===== src/rtl/alu_seq_pkg.sv =====
// Shared definitions for the sequential three-operand ALU: op codes and FSM states.
package alu_seq_pkg;

    localparam logic [2:0] OP_ADD3  = 3'd0;
    localparam logic [2:0] OP_MUL   = 3'd1;
    localparam logic [2:0] OP_ANDOR = 3'd2;
    localparam logic [2:0] OP_XOR3  = 3'd3;
    localparam logic [2:0] OP_SUB   = 3'd4;
    localparam logic [2:0] OP_CAT   = 3'd5;
    localparam logic [2:0] OP_MAC   = 3'd6;

    typedef enum logic [1:0] {
        IDLE = 2'd0,
        BUSY = 2'd1,
        DONE = 2'd2
    } state_t;

endpackage


===== src/rtl/alu_seq_unit_seq_mul.sv =====
// Shift-add multiplier: loads on start, then adds one multiplier bit per cycle
// (LSB first) for exactly W cycles. done/p are valid in the last busy cycle so
// the owner can register the product on that same edge.
module seq_mul #(
    parameter int W = 8
) (
    input  logic             clk,
    input  logic             rst_n,
    input  logic             start,
    input  logic [W-1:0]     a,
    input  logic [W-1:0]     b,
    input  logic [2*W-1:0]   acc_init,
    output logic             done,
    output logic [2*W-1:0]   p
);
    localparam int CW = $clog2(W) + 1;
    localparam logic [CW-1:0] LAST_CNT = CW'(W - 1);

    logic [2*W-1:0] mcand_r;
    logic [W-1:0]   mplier_r;
    logic [2*W-1:0] acc_r;
    logic [CW-1:0]  cnt_r;
    logic           busy_r;
    logic [2*W-1:0] addend_s;
    logic [2*W-1:0] acc_nx_s;

    // Next accumulator value and completion decode for the current step.
    always_comb begin
        addend_s = mplier_r[0] ? mcand_r : '0;
        acc_nx_s = acc_r + addend_s;
        done     = busy_r && (cnt_r == LAST_CNT);
        p        = acc_nx_s;
    end

    // Operand load on start, then one shift-add step per busy cycle.
    always_ff @(posedge clk or negedge rst_n) begin
        if (!rst_n) begin
            mcand_r  <= '0;
            mplier_r <= '0;
            acc_r    <= '0;
            cnt_r    <= '0;
            busy_r   <= 1'b0;
        end else if (start) begin
            mcand_r  <= {{W{1'b0}}, a};
            mplier_r <= b;
            acc_r    <= acc_init;
            cnt_r    <= '0;
            busy_r   <= 1'b1;
        end else if (busy_r) begin
            acc_r    <= acc_nx_s;
            mcand_r  <= {mcand_r[2*W-2:0], 1'b0};
            mplier_r <= {1'b0, mplier_r[W-1:1]};
            cnt_r    <= cnt_r + CW'(1);
            busy_r   <= (cnt_r != LAST_CNT);
        end
    end

endmodule


===== src/rtl/alu_seq_unit.sv =====
// Sequential three-operand ALU with valid/ready on both sides.
// Single-cycle ops are registered on the accept edge; multiply uses seq_mul.
// Optional macro ALU_SEQ_MAC_EN turns op 6 into a*b+c (accumulator preload);
// without it op 6 is reported as illegal.
module alu_seq_unit
    import alu_seq_pkg::*;
#(
    parameter int W = 8
) (
    input  logic             clk,
    input  logic             rst_n,
    input  logic             in_valid,
    output logic             in_ready,
    input  logic [W-1:0]     a,
    input  logic [W-1:0]     b,
    input  logic [W-1:0]     c,
    input  logic [2:0]       s,
    output logic             out_valid,
    input  logic             out_ready,
    output logic [2*W-1:0]   z,
    output logic             err
);
    state_t         state_r;
    state_t         state_nx_s;
    logic [2*W-1:0] z_r;
    logic           err_r;
    logic           accept_s;
    logic           is_mul_s;
    logic [W+1:0]   sum_s;
    logic [2*W-1:0] res_s;
    logic           ill_s;
    logic [2*W-1:0] acc_init_s;
    logic           mul_done_s;
    logic [2*W-1:0] mul_p_s;

    assign accept_s  = in_valid && (state_r == IDLE);
    assign in_ready  = (state_r == IDLE);
    assign out_valid = (state_r == DONE);
    assign z         = z_r;
    assign err       = err_r;

    // Classify the select as multi-cycle and pick the accumulator preload.
    always_comb begin
`ifdef ALU_SEQ_MAC_EN
        is_mul_s   = (s == OP_MUL) || (s == OP_MAC);
        acc_init_s = (s == OP_MAC) ? {{W{1'b0}}, c} : '0;
`else
        is_mul_s   = (s == OP_MUL);
        acc_init_s = '0;
`endif
    end

    // Single-cycle op results, zero-extended to 2W; illegal selects flag err.
    always_comb begin
        sum_s = {2'b00, a} + {2'b00, b} + {2'b00, c};
        res_s = '0;
        ill_s = 1'b0;
        case (s)
            OP_ADD3:  res_s[W+1:0] = sum_s;
            OP_MUL:   res_s        = '0;
`ifdef ALU_SEQ_MAC_EN
            OP_MAC:   res_s        = '0;
`endif
            OP_ANDOR: res_s[W-1:0] = (a & b) | c;
            OP_XOR3:  res_s[W-1:0] = a ^ b ^ c;
            OP_SUB:   res_s[W-1:0] = a - b;
            OP_CAT:   res_s        = {a, b};
            default: begin
                res_s = '0;
                ill_s = 1'b1;
            end
        endcase
    end

    seq_mul #(.W(W)) u_mul (
        .clk      (clk),
        .rst_n    (rst_n),
        .start    (accept_s && is_mul_s),
        .a        (a),
        .b        (b),
        .acc_init (acc_init_s),
        .done     (mul_done_s),
        .p        (mul_p_s)
    );

    // Transaction FSM next-state decode.
    always_comb begin
        state_nx_s = state_r;
        case (state_r)
            IDLE: begin
                if (accept_s) begin
                    state_nx_s = is_mul_s ? BUSY : DONE;
                end else begin
                    state_nx_s = IDLE;
                end
            end
            BUSY: begin
                if (mul_done_s) begin
                    state_nx_s = DONE;
                end else begin
                    state_nx_s = BUSY;
                end
            end
            DONE: begin
                if (out_ready) begin
                    state_nx_s = IDLE;
                end else begin
                    state_nx_s = DONE;
                end
            end
            default: state_nx_s = IDLE;
        endcase
    end

    // FSM state register.
    always_ff @(posedge clk or negedge rst_n) begin
        if (!rst_n) begin
            state_r <= IDLE;
        end else begin
            state_r <= state_nx_s;
        end
    end

    // Result and error registers; written only when a transaction completes.
    always_ff @(posedge clk or negedge rst_n) begin
        if (!rst_n) begin
            z_r   <= '0;
            err_r <= 1'b0;
        end else if (accept_s && !is_mul_s) begin
            z_r   <= res_s;
            err_r <= ill_s;
        end else if ((state_r == BUSY) && mul_done_s) begin
            z_r   <= mul_p_s;
            err_r <= 1'b0;
        end
    end

endmodule


===== config.mk =====
export PLATFORM = sky130hd
export DESIGN_NAME = alu_seq_unit
export DESIGN_NICKNAME = d
export VERILOG_FILES = /design/src/rtl/alu_seq_pkg.sv /design/src/rtl/alu_seq_unit_seq_mul.sv /design/src/rtl/alu_seq_unit.sv
export SDC_FILE = /design/constraint.sdc
export NUM_CORES = 1
export LEC_CHECK = 0
export ABC_AREA = 1
export CAP_MARGIN = 20
export CORE_MARGIN = 2
export CORE_UTILIZATION = 55
export DETAILED_ROUTE_END_ITERATION = 8
export PLACE_DENSITY = 0.77
export SETUP_SLACK_MARGIN = 0.4
export SLEW_MARGIN = 20
export SYNTH_ARGS = -nofsm -noshare
export SYNTH_HDL_FRONTEND = slang
export SYNTH_SLANG_ARGS = --single-unit

===== constraint.sdc =====
create_clock -name clk -period 4.3 [get_ports clk]
set_clock_uncertainty 0.05 [all_clocks]
set_input_delay 0.86 -clock clk [delete_from_list [all_inputs] [get_ports clk]]
set_output_delay 0.86 -clock clk [all_outputs]
set_load 0.05 [all_outputs]

### After elaboration in Yosys (flattened, before gate mapping)

Cells that the tools add are included.

| storage, ports and cells | value |
|---|---|
| register bits | 64 |
| bits of input ports | 31 |
| output and inout bits | 19 |

| operators by class | value |
|---|---|
| $add $sub $neg | 5 |
| eq/ne operators | 9 |
| mux-type cells | 24 |
| bitwise logic cells | 4 |
| reduce and logical (&&, ||, !) cells | 11 |

Operator list:

| cell | number |
|---|---|
| two-way mux 16 bit | 7 |
| case mux 8 bit (5 select lines) | 1 |
| adder 16 bit | 1 |
| two-way mux 8 bit | 2 |
| XOR 8 bit | 2 |
| adder 9 x 8 -> 10 bit | 1 |
| adder 8 x 8 -> 9 bit | 1 |
| AND 8 bit | 1 |
| two-way mux 2 bit | 4 |
| two-way mux 4 bit | 2 |
| bitwise OR 8 bit | 1 |
| subtractor 8 bit | 1 |
| equality test 3 x 2 -> 1 bit (second input constant) | 2 |
| equality test 3 bit (second input constant) | 2 |
| two-way mux 6 bit | 1 |
| case mux 2 bit (3 select lines) | 1 |
| OR reduction 6 bit | 1 |
| logical AND 1 bit | 5 |
| two-way mux 1 bit | 5 |
| adder 4 x 1 -> 4 bit (second input constant) | 1 |
| equality test 4 x 3 -> 1 bit (second input constant) | 1 |
| inequality test 4 x 3 -> 1 bit (second input constant) | 1 |
| case mux 2 bit (2 select lines) | 1 |
| nonzero test 2 bit | 2 |
| other kinds (6) | 6 |

### Longest topological paths before layout

| logic depth | value |
|---|---|
| word-level depth | 5 |
| depth in mapped cells | 15 |
| mapped depth without buffers | 15 |

### Cells and area by module

A second synthesis with hierarchy kept.

| second synthesis, totals | value |
|---|---|
| cell total of the unflattened synthesis | 742 |
| area total of the unflattened synthesis | 5,201.2 µm² |

Modules (own cells, without submodules):

| module | instances | cells each | area an instance (µm²) | seq. area each (µm²) |
|---|---|---|---|---|
| seq_mul | 1 | 413 | 2,997.9 | 1,126.1 |
| alu_seq_unit | 1 | 329 | 2,203.4 | 475.5 |

### Worst setup path before layout

OpenSTA, ideal clock, no wires.

| path | value |
|---|---|
| kind | input-to-reg |
| start | input b[1] |
| end | register z_r[9], in the netlist z[9] |
| library setup time | 0.123 ns |
| data arrival time | 2.609 ns |
| required time | 4.127 ns |
| path slack | 1.518 ns |
| stages on the path | 11 |
| cell sequence | inv_1 -> fa_1 -> inv_1 -> ha_1 -> fa_1 -> nand4_1 -> nand2_1 -> nand2_1 -> a21oi_1 -> o21ai_0 -> nand2_1 |

| between the ends | value |
|---|---|
| longest elaborated chain between the ends | 4 |

Ends and longest elaborated chain:

| what | line | RTL |
|---|---|---|
| start: declaration | alu_seq_unit.sv:15 | `input logic [W-1:0] b,` |
| adder 8 x 8 -> 9 bit | alu_seq_unit.sv:55 | `sum_s = {2'b00, a} + {2'b00, b} + {2'b00, c};` |
| adder 9 x 8 -> 10 bit | alu_seq_unit.sv:55 |  |
| case mux 2 bit (2 select lines) | alu_seq_unit.sv:58 | `case (s)` |
| two-way mux 16 bit | alu_seq_unit.sv:129 | `end else if (accept_s && !is_mul_s) begin` |
| end signal: assignment | alu_seq_unit.sv:130 | `z_r <= res_s;` |
| end signal: assignment | alu_seq_unit.sv:133 | `z_r <= mul_p_s;` |
| end: declaration | alu_seq_unit.sv:25 | `logic [2*W-1:0] z_r;` |

Every way passes these cells.
A chain may end at the register's enable or synchronous reset.

### Final worst setup path

| path | value |
|---|---|
| start | input a[1] |
| end | register z_r[7], in the netlist z[7] |

| between the ends | value |
|---|---|
| longest elaborated chain between the ends | 4 |

Ends and longest elaborated chain:

| what | line | RTL |
|---|---|---|
| start: declaration | alu_seq_unit.sv:14 | `input logic [W-1:0] a,` |
| adder 8 x 8 -> 9 bit | alu_seq_unit.sv:55 |  |
| adder 9 x 8 -> 10 bit | alu_seq_unit.sv:55 |  |
| case mux 8 bit (5 select lines) * | alu_seq_unit.sv:58 |  |
| two-way mux 16 bit * | alu_seq_unit.sv:129 |  |

Every way passes the cells marked *; elsewhere a longest branch is shown, timed or not.

==> key figures <==
Finish
  – Filler cells: about 800
  – Growth of design area from synthesis to finish: 16.0%
  – Post-layout instance count excluding filler cells: 850
  – Leading cell types in the layout, fill and taps excluded: sky130_fd_sc_hd__nand2_1, sky130_fd_sc_hd__inv_1, sky130_fd_sc_hd__dfrtp_1, sky130_fd_sc_hd__nor2_1, sky130_fd_sc_hd__nand3_1
  – Non-Filler Cell Area, Final: around 5800 sq um
  – Leading cell type in the layout, fill and taps excluded: sky130_fd_sc_hd__nand2_1
  – Share of cells above drive strength 1: 0.0553
  – Antenna Cells: 0
  – Final nets: slightly above 800

STA
  – Endpoints failing hold: 0
  – Worst max-slew margin expressed relative to the limit: 0.482
  – Setup TNS after final layout: 0 ns
  – Final period demand of the worst path: 3.26 ns
  – Slew at the pin with the worst max-slew slack: about 0.77 ns
  – Unrepaired setup endpoints after global routing: false
  – Count of pins over their slew limit: 0
  – Post-route clock period utilization: 0.758
  – Peak clock frequency supported by timing: ~310 MHz
  – Number of failing setup endpoints in the final timing report: 0

Worst setup path
  – Largest fanout on the critical path: 4
  – Endpoint class of the critical path: flip-flop
  – Critical path class: input port to flip-flop
  – Element type at the critical path start: input port
  – Data required time of the worst path: ~4.5 ns
  – Arrival @ worst endpoint: 3.48 ns

Synth
  – Flop and latch count out of synthesis: 64
  – FFs w/ async S/R, synth: 1.00
  – Total nets after synthesis: around 770
  – Number of synthesis warnings: 0
  – Cell area after synthesis: around 5000 sq um
  – Avg Synthesized Cell Area: 7.26 sq um
  – Cell variety after synth: 39
  – Cell count after synthesis: 687
  – Sequential share of the synthesized area: 0.321
  – Prevailing post-synth register cell: sky130_fd_sc_hd__dfrtp_1
  – Number of flops mapped to enable cells by yosys: 0

Route
  – Final ANT Viol Nets: 0
  – Detailed route wirelength on metal2: approximately 6500 microns
  – Routed length per placed instance: around 16 microns
  – Detailed-router iteration count before antenna repair: 5
  – Metal3 WL: 906 microns
  – Final routed wirelength across all metal layers: approximately 14000 microns
  – Wire length the detailed router placed on met1: 6030 microns
  – Uppermost routed layer: met4
  – Total via count after detailed routing: 4768
  – Final routed DRC violation total: 0
  – DRT iter0 DRCs: a little over 400
  – Via-per-instance ratio: 5.61

Floorplanning
  – Die outline area: a little under 10000 sq um
  – Area of the core region: 8760 sq um
  – Chip width: roughly 100 microns
  – Die extent in y: about 99 microns
  – Effective utilization at floorplan: 0.569
  – I/O Pins: 50
  – Number of core rows: 34

Clock network
  – Cts hold-fix bufs: 0
  – Post-CTS setup buffers: 0
  – Clock latency reported for the late side of the worst-skew pair: around 0.35 ns
  – Number of buffers inserted during clock tree synthesis: 9
  – Clk Tree Root Cell: sky130_fd_sc_hd__clkbuf_8
  – Maximum buffer depth of the clock tree: 2
  – Register clock-pin slew on the reported worst setup and hold paths: 0.08 ns
  – Number of resized instances in the post-cts repair step: 0
  – CTS tree: built
  – Number of H-tree levels: 3
  – Number of sinks on the clock net: 64

Min path
  – Path class of the lowest-slack min-delay path: flip-flop to flip-flop

GRT
  – Residual overflow from global routing: 0
  – GR Util All Layers: 0.299
  – Pin count of the biggest net entering global routing: 34
  – Antenna violations before repair: 0
  – First-pass GRT wire length: 23300 microns
  – Via count of the first global-routing pass: ~4800

Flow run
  – Max capacitance violation total: 0

Pwr
  – Static leakage: 3.09 nW
  – Cell-internal power: around 1.8 mW
  – Clk pwr share: 0.203
  – Share of power burned in combinational logic: 0.488
  – Power Dens Cells: between 500 and 600 nW/um^2
  – Sw Ratio: 0.456
  – VDD IR max: around 270 uV
  – Sequential power share: 0.309
  – Power spent charging and discharging nets: between 1.5 and 2 mW

Placement
  – Number of instances in the placed design: between 800 and 900
  – HPWL after DPL: 10900 microns
  – I/O Buffers: between 40 and 50
  – Final weighted congestion in routability-driven placement: 0.978
  – Cell Area, Placed: about 5500 sq um

Status
  – Status: finished clean
synth_stat cells (all sizes together) (7+ instances only):
cell type	n	area, sq um
dfrtp	64	1600
nand4	7	43.8
a21oi	45	225
o221ai	8	76.3
buf	12	98.8
o22ai	11	68.8
nor2	62	282
inv	120	450
nand3	56	285
nand2	172	661
o21ai	40	200
fa	11	220
ha	37	463
critical path, stage by stage:
cell and delay, ns:
sky130_fd_sc_hd__clkdlybuf4s50_1 0.57, sky130_fd_sc_hd__inv_1 0.13, sky130_fd_sc_hd__fa_1 0.57, sky130_fd_sc_hd__inv_1 0.05, sky130_fd_sc_hd__ha_1 0.22, sky130_fd_sc_hd__fa_1 0.43, sky130_fd_sc_hd__nand4_1 0.14, sky130_fd_sc_hd__nand2_1 0.06
sky130_fd_sc_hd__nand2_1 0.08, sky130_fd_sc_hd__nand3_1 0.07, sky130_fd_sc_hd__nand2_1 0.10, sky130_fd_sc_hd__nand2_1 0.05, sky130_fd_sc_hd__a21oi_1 0.14
cells by family after synthesis:
kind of cell             synth area share
AND/OR/NAND/NOR                     0.272
XOR/XNOR                           0.0105
buffers and inverters               0.112
flip-flops                          0.321
AO/OA/AOI/OAI                       0.148
adder cells (fa/ha/maj)             0.137
registers in the layout, summed over array words and instances (netlist names):
name            cells
state_r             2
u_mul.cnt_r         4
z                  16
u_mul.acc_r        16
u_mul.busy_r        1
u_mul.mplier_r      8
u_mul.mcand_r      16
err                 1
final cells by class:
cell class / instances / area (sq um) / area share
clock buffers: 10 / 138 / 0.0238
clock inverters: 6 / 115 / 0.0199
inverters: 120 / 450 / 0.0779
multi-input cells: 489 / 2830 / 0.489
flip-flops and latches: 64 / 1600 / 0.277
well taps: 108 / 135 / 0.0234
repair buffers: 53 / 515 / 0.0892
power groups by stage:
stage | clock network, mW | logic [mW] | registers, mW
final | 0.670 | 1.61 | 1.02
after global routing | 0.703 | 1.77 | 1.05
after CTS | 0.673 | 1.61 | 1.02
after detailed placement | 0 | 1.60 | 1.03
after global placement | 0 | 1.57 | 1.02
after floorplan | 0 | 0.916 | 1.25
layer usage:
| layer | GRT usage | vias up |
|---|---|---|
| li1 | - | 2332 |
| met5 | 0 | - |
| met3 | 0.0506 | 31 |
| met2 | 0.488 | 180 |
| met1 | 0.393 | 2225 |
| met4 | 0.130 | 0 |
through the flow:
step	worst slack (ns)	total power, mW	util	hold slack (ns)
after global routing	0.886	3.53	0.660	0.485
final	1.04	3.30	0.660	0.443
after floorplan	1.52	2.16	-	0.405
after CTS	1.05	3.30	0.660	0.443
after detailed placement	0.709	2.63	0.631	0.424
after global placement	0.773	2.58	0.631	0.418
worst paths after layout:
| path | start | to | slack (ns) | cells after the start |
|---|---|---|---|---|
| min in group asynchronous | rst_n | u_mul.acc_r[10] | 0.50 | 1 |
| hold reg to reg | u_mul.acc_r[8] | u_mul.acc_r[8] | 0.44 | 1 |
| setup reg to reg | u_mul.mplier_r[0] | z[6] | 1.70 | 13 |
| max in group asynchronous | rst_n | u_mul.acc_r[3] | 2.80 | 2 |
| hold / removal | u_mul.acc_r[8] | u_mul.acc_r[8] | 0.44 | 1 |
| setup / recovery | a[1] | z[7] | 1.04 | 13 |
Note: power is estimated with default switching activity, not from simulation.
